<file path="src/rtl/clk_period_meter.sv">
// Measures the rise-to-rise period and high time of a slow, asynchronous signal in I_CLK cycles.
// A result is published once per input period. If no rising edge arrives before the period counter saturates, the meter reports stuck.
module clk_period_meter #(
    parameter int W = 16
) (
    input  logic         I_CLK,
    input  logic         rst_n,
    input  logic         EN,
    input  logic         I_SIG,
    output logic [W-1:0] O_PERIOD,
    output logic [W-1:0] O_HIGH,
    output logic         O_VALID,
    output logic         O_STUCK
);

    typedef enum logic [1:0] {
        ST_IDLE    = 2'd0,
        ST_ARM     = 2'd1,
        ST_MEASURE = 2'd2,
        ST_STUCK   = 2'd3
    } state_t;

    localparam logic [W-1:0] CNT_ZERO = {W{1'b0}};
    localparam logic [W-1:0] CNT_ONE  = {{(W-1){1'b0}}, 1'b1};
    localparam logic [W-1:0] CNT_MAX  = {W{1'b1}};
    // Last count at which a rise can still produce a valid result.
    localparam logic [W-1:0] CNT_LIM  = CNT_MAX - CNT_ONE;

    state_t         state_r;
    state_t         state_nxt_s;

    logic           s1_r;
    logic           s2_r;
    logic           s3_r;
    logic           rise_s;
    logic           fall_s;

    logic [W-1:0]   cnt_r;
    logic [W-1:0]   cnt_nxt_s;
    logic [W-1:0]   hcnt_r;
    logic [W-1:0]   hcnt_nxt_s;
    logic [W-1:0]   hlat_r;
    logic [W-1:0]   hlat_nxt_s;
    logic [W-1:0]   period_r;
    logic [W-1:0]   period_nxt_s;
    logic [W-1:0]   high_r;
    logic [W-1:0]   high_nxt_s;
    logic           valid_r;
    logic           valid_nxt_s;
    logic           stuck_r;
    logic           stuck_nxt_s;

    assign rise_s = s2_r & ~s3_r;
    assign fall_s = ~s2_r & s3_r;

    // Two-flop synchronizer followed by a history flop for edge detection.
    always_ff @(posedge I_CLK or negedge rst_n) begin
        if (!rst_n) begin
            s1_r <= 1'b0;
            s2_r <= 1'b0;
            s3_r <= 1'b0;
        end else begin
            s1_r <= I_SIG;
            s2_r <= s1_r;
            s3_r <= s2_r;
        end
    end

    // Next-state and datapath logic. EN low forces IDLE from any state.
    always_comb begin
        state_nxt_s  = state_r;
        cnt_nxt_s    = cnt_r;
        hcnt_nxt_s   = hcnt_r;
        hlat_nxt_s   = hlat_r;
        period_nxt_s = period_r;
        high_nxt_s   = high_r;
        valid_nxt_s  = 1'b0;
        stuck_nxt_s  = stuck_r;

        if (!EN) begin
            state_nxt_s = ST_IDLE;
            cnt_nxt_s   = CNT_ZERO;
            hcnt_nxt_s  = CNT_ZERO;
            stuck_nxt_s = 1'b0;
        end else begin
            case (state_r)
                ST_IDLE: begin
                    state_nxt_s = ST_ARM;
                end
                ST_ARM: begin
                    if (rise_s) begin
                        state_nxt_s = ST_MEASURE;
                        cnt_nxt_s   = CNT_ONE;
                        hcnt_nxt_s  = CNT_ONE;
                    end else begin
                        state_nxt_s = ST_ARM;
                    end
                end
                ST_MEASURE: begin
                    if (rise_s) begin
                        period_nxt_s = cnt_r;
                        high_nxt_s   = hlat_r;
                        valid_nxt_s  = 1'b1;
                        cnt_nxt_s    = CNT_ONE;
                        hcnt_nxt_s   = CNT_ONE;
                    end else begin
                        if (fall_s) begin
                            hlat_nxt_s = hcnt_r;
                        end else begin
                            hlat_nxt_s = hlat_r;
                        end
                        if (s2_r) begin
                            hcnt_nxt_s = hcnt_r + CNT_ONE;
                        end else begin
                            hcnt_nxt_s = hcnt_r;
                        end
                        // Reaching saturation without a rise means no valid period is possible.
                        if (cnt_r == CNT_LIM) begin
                            cnt_nxt_s   = CNT_MAX;
                            state_nxt_s = ST_STUCK;
                            stuck_nxt_s = 1'b1;
                        end else begin
                            cnt_nxt_s = cnt_r + CNT_ONE;
                        end
                    end
                end
                ST_STUCK: begin
                    if (rise_s) begin
                        state_nxt_s = ST_MEASURE;
                        cnt_nxt_s   = CNT_ONE;
                        hcnt_nxt_s  = CNT_ONE;
                        stuck_nxt_s = 1'b0;
                    end else begin
                        state_nxt_s = ST_STUCK;
                    end
                end
                default: begin
                    state_nxt_s = ST_IDLE;
                    cnt_nxt_s   = CNT_ZERO;
                    hcnt_nxt_s  = CNT_ZERO;
                    stuck_nxt_s = 1'b0;
                end
            endcase
        end
    end

    // State, counter and output registers.
    always_ff @(posedge I_CLK or negedge rst_n) begin
        if (!rst_n) begin
            state_r  <= ST_IDLE;
            cnt_r    <= CNT_ZERO;
            hcnt_r   <= CNT_ZERO;
            hlat_r   <= CNT_ZERO;
            period_r <= CNT_ZERO;
            high_r   <= CNT_ZERO;
            valid_r  <= 1'b0;
            stuck_r  <= 1'b0;
        end else begin
            state_r  <= state_nxt_s;
            cnt_r    <= cnt_nxt_s;
            hcnt_r   <= hcnt_nxt_s;
            hlat_r   <= hlat_nxt_s;
            period_r <= period_nxt_s;
            high_r   <= high_nxt_s;
            valid_r  <= valid_nxt_s;
            stuck_r  <= stuck_nxt_s;
        end
    end

    assign O_PERIOD = period_r;
    assign O_HIGH   = high_r;
    assign O_VALID  = valid_r;
    assign O_STUCK  = stuck_r;

endmodule
</file>
<file path="config.mk">
export PLATFORM = sky130hd
export DESIGN_NAME = clk_period_meter
export DESIGN_NICKNAME = d
export VERILOG_FILES = /design/src/rtl/clk_period_meter.sv
export SDC_FILE = /design/constraint.sdc
export NUM_CORES = 1
export LEC_CHECK = 0
export BUFFER_PORTS_ARGS = -buffer_cell sky130_fd_sc_hd__buf_4
export CORE_ASPECT_RATIO = 0.7
export CORE_MARGIN = 2
export CORE_UTILIZATION = 53
export DETAILED_ROUTE_END_ITERATION = 12
export PLACE_DENSITY = 0.75
export SLEW_MARGIN = 30
export SYNTH_ARGS = -nofsm -noshare
export SYNTH_HDL_FRONTEND = slang
export SYNTH_SLANG_ARGS = --single-unit
</file>
<file path="constraint.sdc">
create_clock -name I_CLK -period 1.79 [get_ports I_CLK]
set_clock_uncertainty 0.2 [all_clocks]
set_input_delay 0.537 -clock I_CLK [delete_from_list [all_inputs] [get_ports I_CLK]]
set_output_delay 0.537 -clock I_CLK [all_outputs]
set_load 0.1 [all_outputs]
</file>
==> results of run 1 <==
## area by class of cell
type | count | area share
Clock buffer | 11 | 0.0230
Clock inverter | 5 | 0.0103
Inverter | 6 | 0.00395
Multi-Input combinational cell | 237 | 0.369
Sequential cell | 87 | 0.382
Tap cell | 98 | 0.0215
Timing Repair Buffer | 120 | 0.190
## path summary, 6_finish.rpt
kind / startpoint / endpoint / slack (ns) / cells after the start
hold reg to reg: s1_r / s2_r / 0.16 / 0
setup reg to reg: hcnt_r[8] / hcnt_r[15] / -0.16 / 5
min in group asynchronous: rst_n / O_PERIOD[3] / 0.47 / 3
hold / removal: I_SIG / s1_r / 0.08 / 1
max in group asynchronous: rst_n / O_HIGH[8] / 0.63 / 3
setup / recovery: hcnt_r[8] / hcnt_r[15] / -0.16 / 5
## power breakdown
group          switching (µW)  leakage, µW  total [µW]  internal [µW]
sequential               15.8      0.00120        2000           1980
clock                     722    0.0000895        1370            647
combinational             186      0.00138         297            111
total                     924      0.00267        3660           2740
## cell usage in the layout, fill, tap and decap left out, drive strengths merged, types with 2 or more instances in the layout
cell      instances
mux2             48
and3              2
and2b             2
inv               6
clkinvlp          2
or3               4
and4              5
a21o              4
clkinv            2
clkbuf           13
nor4              3
nand2b            3
ha                3
xnor2            13
nand3            22
nor2             24
a211oi            3
nor2b             3
a22o              4
a21oi            16
and2              4
nand4            12
o21ai            25
a2111oi           3
a31oi             4
buf             117
o31a              2
dfrtp            87
nand2            21
## timing repair
item | in CTS | in global routing
pin swaps | 2 | 35
setup endpoints to repair | 41 | 82
resized for setup | 12 | 96
hold buffers | 1 | 0
gates cloned | 0 | 3
setup buffers | 2 | 14
hold endpoints to repair | 87 | 0
## state kept, by name, summed over array words and instances, names as in the netlist
signal	cells
O_HIGH	16
O_PERIOD	16
O_STUCK	1
O_VALID	1
cnt_r	16
hcnt_r	16
hlat_r	16
s1_r	1
s2_r	1
s3_r	1
state_r	2
## stage by stage
step                      hold slack, ns  std cells  setup slack [ns]   util  area, µm²
after floorplan                   0.0414        347           -0.0341      -       4010
after global routing              0.0666        564            -0.221  0.783       5710
after global placement             0.134        528            -0.289  0.665       4850
after detailed placement           0.140        528            -0.189  0.666       4850
after CTS                         0.0679        547           -0.0357  0.703       5120
final                             0.0796        564            -0.160  0.783       5710
## cells by family after synthesis
logic type	after synthesis	share of synthesized area
mux	49	0.138
compound gates	63	0.101
flops	87	0.545
simple gates	109	0.151
xor+xnor	13	0.0285
buf+inv	23	0.0269
fa+ha+maj	3	0.00939
## metal layers
metal  up-vias  wire length (µm)  share of wire  track usage
met5         -                 0              0            0
met3        36               690          0.060       0.0544
met1      1699              4990           0.44        0.336
met4         0               370          0.032       0.0872
li1       1486                 -              -            -
met2       180              5370           0.47        0.342
==> qor.csv, run 1 <==
metric,value,unit
number of warnings issued by yosys,0,
Max IR drop VDD,0.000436,V
global-route usage over all layers,0.232,
measured slew at the worst slew-check pin,0.446,ns
Core ar.,0.00729,mm²
required time reported for the critical path endpoint,1.84,ns
number of filler instances in the final layout,404,
number of global-route vias before repair,3091,
Worst Path Buf+Inv,0,
chain of cells forming the critical path,and4_1 > nand2_2 > a2111oi_4 > xnor2_1 > nor2_1,
I/O pin cnt,38,
multi-input logic area,0.00210,mm²
count of flip-flops with a built-in enable after synthesis,0,
largest net degree at the start of global routing,55,
iteration-0 DRC count of the detailed router,360,
number of input and output port buffers inserted,37,
worst-path maximum fanout,4,
Critical Setup Path Class,reg -> reg,
starting utilization of the core area,0.548,
final count of negative-setup-slack endpoints,59,
CTS tree,built,
worst-case headroom to the max-slew limit,0.703,
final worst path period share,1.09,
clock-pin slew on the worst setup and hold paths,0.08,ns
final critical-path setup slack,-0.160,ns
Total Nets Final,468,
TritonRoute pass-1 iters,4,
fraction of layout cells with a size suffix above 1,0.483,
cell family contributing the most delay on the critical path,simple AND/OR/NAND/NOR gates,
hpwl dp,6280,µm
most area-consuming cells after synthesis,"sky130_fd_sc_hd__dfrtp_1 54%, sky130_fd_sc_hd__mux2_1 9.6%, sky130_fd_sc_hd__mux2_2 3.9%, sky130_fd_sc_hd__xnor2_1 2.8%, sky130_fd_sc_hd__nand3_1 2.8%",
maximum clock insertion buffer count,2,
max capacitance violation total,0,
synthesized netlist net count,354,
crit path DAT,2.00,ns
total power,3660,µW
power density of the placed cells,642,mW/mm²
sum of negative setup slack,-2.52,ns
library cell with the largest summed area after synthesis,sky130_fd_sc_hd__dfrtp_1,
number of antenna violations at the first check in global routing,0,
number of nets with antenna violations after routing,0,
Vert. Die Dim,76.7,µm
synthesized netlist cell count,347,
result of the run,finished with violations,
routability-driven placement congestion ratio,0.889,
placement row count,26,
number of buffers inserted during clock tree synthesis,9,
RSZ-0062 raised after global routing,yes,
register area share after synthesis,0.545,
fraction of registers with async set or reset after synthesis,1.00,
Wirelength per Cell,20.3,µm
global route total overflow,0,
clock root buffer,sky130_fd_sc_hd__clkbuf_8,
count of final max-slew check failures,0,
routed via count divided by cell count,6.03,
diode insertion count for antenna repair,0,
sequential cell area,0.00218,mm²
aggregate routed wire length,11400,µm
"Cell Area, Synth",0.00400,mm²
Die Width,108,µm
final period demand of the worst path,1.95,ns
Synth top cells by count,"87 x sky130_fd_sc_hd__dfrtp_1, 34 x sky130_fd_sc_hd__mux2_1, 23 x sky130_fd_sc_hd__nor2_1",
DRC violation count after routing,0,
global-route wire length before repair,14900,µm
Final Hold Vio Count,0,
fraction of post-synthesis cell area in the top cell type by area,0.545,
Die Area,0.00826,mm²
number of synthesized register bits,87,
overall via count from detail_route,3401,
number of different library cells in the post-synthesis netlist,42,
Num Clock Sinks,87,
later-pin clock latency in the skew report,0.36,ns
critical path capture point type,flop,
layout-stage area growth over the synthesis result,42.8,%
type of the most critical hold path,in -> reg,
Synth Flop Type,sky130_fd_sc_hd__dfrtp_1,
most common cell in the synthesized netlist,sky130_fd_sc_hd__dfrtp_1,
maximum frequency from static timing analysis,513,MHz
worst stage delay on the critical path,0.51,ns
failing checks,negative setup slack,
H-tree lvl count,3,
slowest cell on the critical path,sky130_fd_sc_hd__a2111oi_4,
static leakage,0.00267,µW
Avg Synthesized Cell Area,11.5,µm²
Critical Path Start Type,flop,
(Power assumes the default switching activity.)
==> run 2, diff against run 1 <==
Settings changed: CORE_UTILIZATION 53 to 35, MAX_ROUTING_LAYER set to met4, PLACE_DENSITY 0.75 to not set, SKIP_CTS_REPAIR_TIMING set to 1.
==> qor.csv, run 2 (synthesis results as in run 1) <==
metric,value,unit
result of the run,finished with violations,
failing checks,negative setup slack,
slowest cell on the critical path,sky130_fd_sc_hd__dfrtp_2,
number of nets with antenna violations after routing,0,
measured slew at the worst slew-check pin,0.423,ns
worst hold path stage count,1,
global route total overflow,0,
cell count of the worst reg-to-reg path,6,
Wirelength per Cell,15.5,µm
Max IR drop VDD,0.000441,V
"commonest cells after routing, fill and taps aside","105 x sky130_fd_sc_hd__buf_4, 83 x sky130_fd_sc_hd__dfrtp_1, 22 x sky130_fd_sc_hd__nor2_1",
maximum clock insertion buffer count,2,
Worst Path Buf+Inv,1,
total power,4340,µW
fin cells,617,
Num Clock Sinks,87,
RSZ-0062 raised after global routing,yes,
final worst path period share,1.01,
H-tree lvl count,3,
iteration-0 DRC count of the detailed router,128,
endpoint of the worst hold path,s1_r,
Total Nets Final,466,
worst stage delay on the critical path,0.44,ns
aggregate routed wire length,9560,µm
routed via count divided by cell count,5.06,
starting utilization of the core area,0.362,
number of buffers inserted during clock tree synthesis,9,
count of final max-slew check failures,0,
Critical Path Start Type,flop,
global-route usage over all layers,0.163,
critical path capture point type,flop,
Final Hold Vio Count,0,
number of antenna violations at the first check in global routing,0,
final critical-path setup slack,-0.0135,ns
worst-case headroom to the max-slew limit,0.717,
final count of negative-setup-slack endpoints,2,
number of input and output port buffers inserted,37,
type of the most critical hold path,in -> reg,
number of filler instances in the final layout,968,
I/O pin cnt,38,
TritonRoute pass-1 iters,4,
reg2reg end,O_STUCK,
internal reg-to-reg setup slack,-0.01,ns
global-route wire length before repair,15200,µm
cell family contributing the most delay on the critical path,simple AND/OR/NAND/NOR gates,
DRC violation count after routing,0,
power density of the placed cells,762,mW/mm²
Critical Setup Path Class,reg -> reg,
final standard cell area without fillers,0.00570,mm²
Die Area,0.0123,mm²
overall via count from detail_route,3121,
crit path DAT,1.86,ns
worst-path maximum fanout,5,
static leakage,0.00271,µW
diode insertion count for antenna repair,0,
chain of cells forming the critical path,inv_2 > ha_4 > nand4_1 > nor4_4 > a31oi_1 > a311oi_1,
hold path startpoint,I_SIG,
Vert. Die Dim,93.4,µm
clock root buffer,sky130_fd_sc_hd__clkbuf_16,
number of global-route vias before repair,3059,
placed insts,586,
most common library cell in the layout ignoring fill and taps,sky130_fd_sc_hd__buf_4,
sum of negative setup slack,-0.0247,ns
largest net degree at the start of global routing,31,
area after detailed placement,0.00495,mm²
CTS tree,built,
required time reported for the critical path endpoint,1.84,ns
placement row count,32,
Die Width,132,µm
Core ar.,0.0111,mm²
final period demand of the worst path,1.80,ns
routability-driven placement congestion ratio,0.864,
layout-stage area growth over the synthesis result,42.6,%
later-pin clock latency in the skew report,0.35,ns
max capacitance violation total,0,
fraction of layout cells with a size suffix above 1,0.442,
startpoint of the worst-slack reg-to-reg timing path,cnt_r[0],
hpwl dp,6490,µm
maximum frequency from static timing analysis,554,MHz
clock-pin slew on the worst setup and hold paths,0.07,ns
[run 2: report_power, final]
| group | total (µW) | switching [µW] | internal, µW |
|---|---|---|---|
| Combinational | 293 | 175 | 119 |
| Sequential | 2000 | 15.7 | 1980 |
| Clock | 2050 | 782 | 1270 |
| Total | 4340 | 973 | 3370 |
[run 2: routing by layer]
metal  global-route usage  part of all wire  vias to the layer above
met3               0.0428             0.031                       14
met1                0.222              0.51                     1571
met4               0.0571             0.014                        0
met2                0.238              0.44                       43
met5                    -                 0                        -
li1                     -                 -                     1493
[run 2: area by class of cell]
class / instances / area, µm² / share of cell area
inverters: 6 / 22.5 / 0.00395
clock inverters: 6 / 91.3 / 0.0160
multi-input cells: 238 / 2010 / 0.352
well taps: 153 / 191 / 0.0336
clock buffers: 10 / 239 / 0.0419
flip-flops and latches: 87 / 2180 / 0.383
repair buffers: 117 / 966 / 0.170
[run 2: worst max-delay path by stage]
stage          startpoint          to  slack (ns)  depth (start not counted)
3_5_place_dp           EN  hlat_r[11]       -0.19                          6
5_1_grt          cnt_r[0]     O_STUCK       -0.12                          6
2_1_floorplan  state_r[0]   hlat_r[9]       -0.03                          5
6_report         cnt_r[0]     O_STUCK       -0.01                          6
4_1_cts              s3_r  hcnt_r[15]       -0.19                          6
3_3_place_gp           EN    cnt_r[4]       -0.33                          5
[run 2: per-stage QoR]
| stage | setup WS [ns] | hold WS (ns) | util |
|---|---|---|---|
| 2_1_floorplan | -0.0341 | 0.0414 | - |
| 3_3_place_gp | -0.330 | 0.134 | 0.447 |
| 3_5_place_dp | -0.187 | 0.137 | 0.448 |
| 4_1_cts | -0.193 | -0.106 | 0.478 |
| 5_1_grt | -0.118 | 0.0847 | 0.516 |
| 6_report | -0.0135 | 0.0965 | 0.516 |
